## config.mk

```make
export PLATFORM = sky130hd
export DESIGN_NAME = mux8_rr_arbiter
export DESIGN_NICKNAME = d
export VERILOG_FILES = /design/src/rtl/mux8_rr_arbiter.sv
export SDC_FILE = /design/constraint.sdc
export NUM_CORES = 1
export LEC_CHECK = 0
export CELL_PAD_IN_SITES_DETAIL_PLACEMENT = 1
export CELL_PAD_IN_SITES_GLOBAL_PLACEMENT = 1
export CORE_ASPECT_RATIO = 1.5
export CORE_MARGIN = 4
export CORE_UTILIZATION = 25
export DETAILED_ROUTE_END_ITERATION = 10
export GPL_TIMING_DRIVEN = 0
export PLACE_DENSITY_LB_ADDON = 0.25
export SETUP_SLACK_MARGIN = 0.05
export SLEW_MARGIN = 0
export SYNTH_ARGS = -nofsm -noshare
export SYNTH_HDL_FRONTEND = slang
export SYNTH_SLANG_ARGS = --single-unit
```

## constraint.sdc

```tcl
create_clock -name clk -period 4.41 [get_ports clk]
set_input_delay 0.441 -clock clk [delete_from_list [all_inputs] [get_ports clk]]
set_output_delay 0.441 -clock clk [all_outputs]
set_load 0.1 [all_outputs]
```

## src/rtl/mux8_rr_arbiter.sv

```systemverilog
// Round-robin arbiter over eight valid/ready requesters feeding a shared 8:1 mux
// into a single-entry registered output stage, with optional grant holding.

module mux8_rr_lane #(
  parameter int WIDTH = 32
) (
  input  logic [WIDTH-1:0] data,
  input  logic             gnt,
  output logic [WIDTH-1:0] gated
);
  assign gated = data & {WIDTH{gnt}};
endmodule

module mux8_rr_arbiter #(
  parameter int WIDTH    = 32,
  parameter int HOLD_MAX = 1
) (
  input  logic               clk,
  input  logic               rst_n,
  input  logic [7:0]         in_valid,
  input  logic [8*WIDTH-1:0] in_data,
  output logic [7:0]         in_ready,
  output logic               out_valid,
  input  logic               out_ready,
  output logic [WIDTH-1:0]   out_data,
  output logic [2:0]         out_sel,
  output logic               busy
);
  localparam int NUM_LANES = 8;
  localparam int CW        = 5;  // holds 0..16

  logic [2:0]                          owner, gnt_idx, rot_idx;
  logic [CW-1:0]                       hold_cnt;
  logic                                load, gnt_vld, hold_take;
  logic [NUM_LANES-1:0]                gnt_oh;
  logic [NUM_LANES-1:0][WIDTH-1:0]     lane_data, lane_gated;
  logic [WIDTH-1:0]                    mux_data;

  assign lane_data = in_data;
  assign load      = ~out_valid | out_ready;
  assign hold_take = in_valid[owner] && (hold_cnt < CW'(HOLD_MAX));

  // Search owner+1 .. owner; k==8 wraps back to owner, giving it lowest priority.
  always_comb begin
    rot_idx = owner;
    for (int k = NUM_LANES; k >= 1; k--) begin
      if (in_valid[3'(owner + 3'(k))]) rot_idx = 3'(owner + 3'(k));
    end
  end

  assign gnt_idx  = hold_take ? owner : rot_idx;
  assign gnt_vld  = rst_n & load & (|in_valid);
  assign gnt_oh   = gnt_vld ? (NUM_LANES'(1) << gnt_idx) : '0;
  assign in_ready = gnt_oh;
  assign busy     = out_valid | (|in_valid);

  genvar i;
  generate
    for (i = 0; i < NUM_LANES; i++) begin : g_lane
      mux8_rr_lane #(.WIDTH(WIDTH)) u_lane (
        .data  (lane_data[i]),
        .gnt   (gnt_oh[i]),
        .gated (lane_gated[i])
      );
    end
  endgenerate

  always_comb begin
    mux_data = '0;
    for (int j = 0; j < NUM_LANES; j++) mux_data = mux_data | lane_gated[j];
  end

  always_ff @(posedge clk or negedge rst_n) begin
    if (!rst_n) begin
      out_valid <= 1'b0;
      out_data  <= '0;
      out_sel   <= '0;
      owner     <= 3'd7;
      hold_cnt  <= CW'(HOLD_MAX);
    end else if (gnt_vld) begin
      out_valid <= 1'b1;
      out_data  <= mux_data;
      out_sel   <= gnt_idx;
      if (hold_take) begin
        hold_cnt <= hold_cnt + 1'b1;
      end else begin
        owner    <= gnt_idx;
        hold_cnt <= CW'(1);
      end
    end else if (out_ready) begin
      out_valid <= 1'b0;
    end
  end
endmodule

```

==> key figures <==
Outcome
  • Status: finished, final reports clean

Detailed routing
  • Routed Antenna Nets: 0
  • WL/cell: 25.8 µm
  • Vias per cell: 5.37
  • Drt first pass iters: 6
  • Vias post-DR: 5905
  • DR DRC count: 0
  • Initial drt markers: 336
  • Total Wirelength: 28400 µm

Worst setup path
  • Worst Path Required: 3.97 ns
  • FF-to-FF Start: owner[1]
  • Worst R2R Path Depth: 16
  • Worst reg2reg path endpoint: out_data[2]
  • Critical Path AT: 3.81 ns
  • Crit Path Class: reg -> out
  • Worst-path fanout max: 10
  • Crit. End Element: output pin
  • Crit start category: flop
  • Worst R2R Setup Slack: 0.21 ns

Run
  • Max_cap viols: 0

Logic synthesis
  • Syn nets: 774
  • Post-Syn Area per Cell: 9.19 µm²
  • Async S/R FF share, synth: 1.00
  • Number of flops mapped to enable cells by yosys: 0
  • Yosys top cell by area: dfrtp_1
  • Synth area leaders: dfrtp_1 (22%), mux2i_1 (9.3%), mux4_2 (9.2%)
  • Synth Cell Area: 4630 µm²
  • Top_reg_cell synth: dfrtp_1
  • Netlist cell types: 68
  • Register area share after synthesis: 0.239
  • Synth warnings: 0
  • Cells after Synth: 504
  • Seq cells post-synth: 44
  • Synth top area share: 0.216

STA
  • Final period utilization: 0.963
  • Final setup skew: 0.00460 ns
  • Hold slack final: 0.0536 ns
  • Unrepaired setup endpoints after global routing: yes
  • Max frequency: 0.235 GHz
  • Relative slew slack: 0.275
  • Final Hold Fails: 0
  • Max-slew violations: 0
  • Final setup violation count: 0
  • Min Tclk post-route: 4.25 ns
  • Slew @ Worst Pin: 1.08 ns

GRT
  • Initial antenna violation count: 2
  • Largest net degree at the start of global routing: 37
  • Vias in the first global route: 6674
  • GRT Util Overall: 0.264
  • First-pass GRT wire length: 41700 µm
  • Grt ovf: 0

Placement
  • Detailed placement HPWL: 23900 µm
  • Buffers on Ports: 311
  • GP Congestion: 0.918
  • Placed Cells: 1064

Clock network
  • CTS tree: yes
  • Post-cts hold buffer count: 0
  • Clk Latency, worst-skew pair: 0.29 ns
  • Num CTS Buffers: 5
  • Clock transition at path regs: 0.06 ns
  • Clk root buf: clkbuf_16
  • Longest Clk Path Bufs: 2
  • Htree depth: 2
  • CTS Sinks: 44

Hold path
  • HP Class: in -> async

Floorplan
  • FP Rows: 60
  • Starting Density: 0.256
  • Die Area: 20800 µm²
  • I/O pin cnt: 312
  • DIE WIDTH: 119 µm
  • Die height: 175 µm
  • Area of the core: 18100 µm²

Final layout
  • Filler instances: 2037
  • Total inserted antenna cells: 0
  • Area Growth Syn to Fin: 89.8%
  • Total Nets Final: 1121
  • Share of cells above drive strength 1: 0.187
  • Layout Cells excl Fill: 1100
-- final cells by class --
cell class                      instances  area [µm²]  share of cell area
Multi-Input combinational cell        414        3440               0.391
Timing Repair Buffer                  340        3410               0.388
Sequential cell                        44        1110               0.126
Buffer                                 43         344              0.0391
Tap cell                              248         310              0.0353
Clock buffer                            6         129              0.0147
Clock inverter                          2        35.0             0.00399
Inverter                                3        13.8             0.00157
-- sequential cells by signal, indices dropped and copies added, names as in the netlist --
register and cells:
owner 3, out_data 32, hold_cnt 5, out_sel 3, out_valid 1
-- synth_stat cells (3+ instances only) --
cell type,instances
dfstp_2,4
and3_1,6
o21ai_0,8
nand2b_1,7
o22ai_1,11
mux2i_1,43
a32oi_1,3
nor3_1,6
mux2_1,5
and2_1,4
mux4_1,3
mux4_2,19
o2bb2ai_1,3
ha_1,3
clkbuf_1,12
a222oi_1,8
a31oi_1,3
buf_2,13
a221o_1,3
nand2_1,61
nor4_1,3
a221oi_2,5
buf_4,11
nand3_1,10
o21ai_1,12
dfrtp_1,40
mux2_2,9
a21oi_1,41
nor2_2,3
a22o_1,14
o211a_1,4
buf_6,5
or2_2,3
nor2_1,43
a221oi_1,19
a22oi_1,14
-- worst max-delay path, stage by stage, from the launching register on --
cell and delay [ns]:
dfstp_2 0.54, buf_6 0.14, inv_1 0.08, ha_1 0.29
buf_6 0.15, buf_12 0.14, mux2i_1 0.19, nand2_1 0.16
a32o_1 0.32, o311a_4 0.42, a21oi_4 0.27, nor2_4 0.09
and3_4 0.21, buf_4 0.18, buf_4 0.15, buf_8 0.16
-- how the worst max path moves through the flow --
stage | from | to | slack, ns | cells past startpoint
after floorplan | owner[0] | in_ready[0] | 0.33 | 15
after global placement | rst_n | in_ready[5] | -2.11 | 7
after detailed placement | owner[0] | in_ready[0] | -1.74 | 16
after CTS | owner[1] | in_ready[7] | 0.06 | 16
after global routing | owner[1] | in_ready[7] | 0.003 | 16
final | owner[1] | in_ready[5] | 0.16 | 15
-- stage by stage --
step           setup TNS [ns]  setup slack (ns)   util  instance area, µm²
5_1_grt                     0           0.00284  0.486                8790
4_1_cts                     0            0.0564  0.473                8550
3_5_place_dp           -16.20             -1.74  0.446                8070
3_3_place_gp           -28.07             -2.11  0.445                8060
6_report                    0             0.163  0.486                8790
2_1_floorplan               0             0.327      -                4630
-- placed cells by master, fill, tap and decap left out, types with 8 or more instances in the layout --
cell,instances
a222oi_1,8
mux4_2,19
buf_4,39
a21oi_1,39
a22oi_1,14
a221oi_1,19
o22ai_1,11
mux2_2,9
nand3_1,9
mux2i_1,36
clkbuf_1,10
o21ai_1,12
clkdlybuf4s50_1,302
buf_8,9
dfrtp_1,40
nor2_1,41
o21ai_0,8
a22o_1,14
nand2_1,60
-- layer usage --
metal / GRT usage / share of wire / wire, µm
met5: 0 / 0.00042 / 12
met4: 0.111 / 0.044 / 1250
met3: 0.0683 / 0.070 / 1990
met2: 0.500 / 0.55 / 15700
met1: 0.269 / 0.33 / 9480
-- repair_timing --
| action | CTS | global route |
|---|---|---|
| endpoints found under the hold margin | 0 | 0 |
| buffers inserted | 17 | 11 |
| endpoints found under the setup margin | 41 | 23 |
| gates resized for setup | 96 | 35 |
| pin swaps | 11 | 11 |
| cloned | 0 | 0 |
-- logic make-up after synthesis --
| group | share of synthesized area |
|---|---|
| flip-flops | 0.239 |
| AND/OR/NAND/NOR | 0.152 |
| AO/OA/AOI/OAI | 0.280 |
| XOR/XNOR | 0.0222 |
| adder cells (fa/ha/maj) | 0.00810 |
| buffers and inverters | 0.0578 |
| multiplexers | 0.241 |
Power is not shown: default switching activity piles up to over one toggle a cycle in this logic, so the estimate is an artifact.
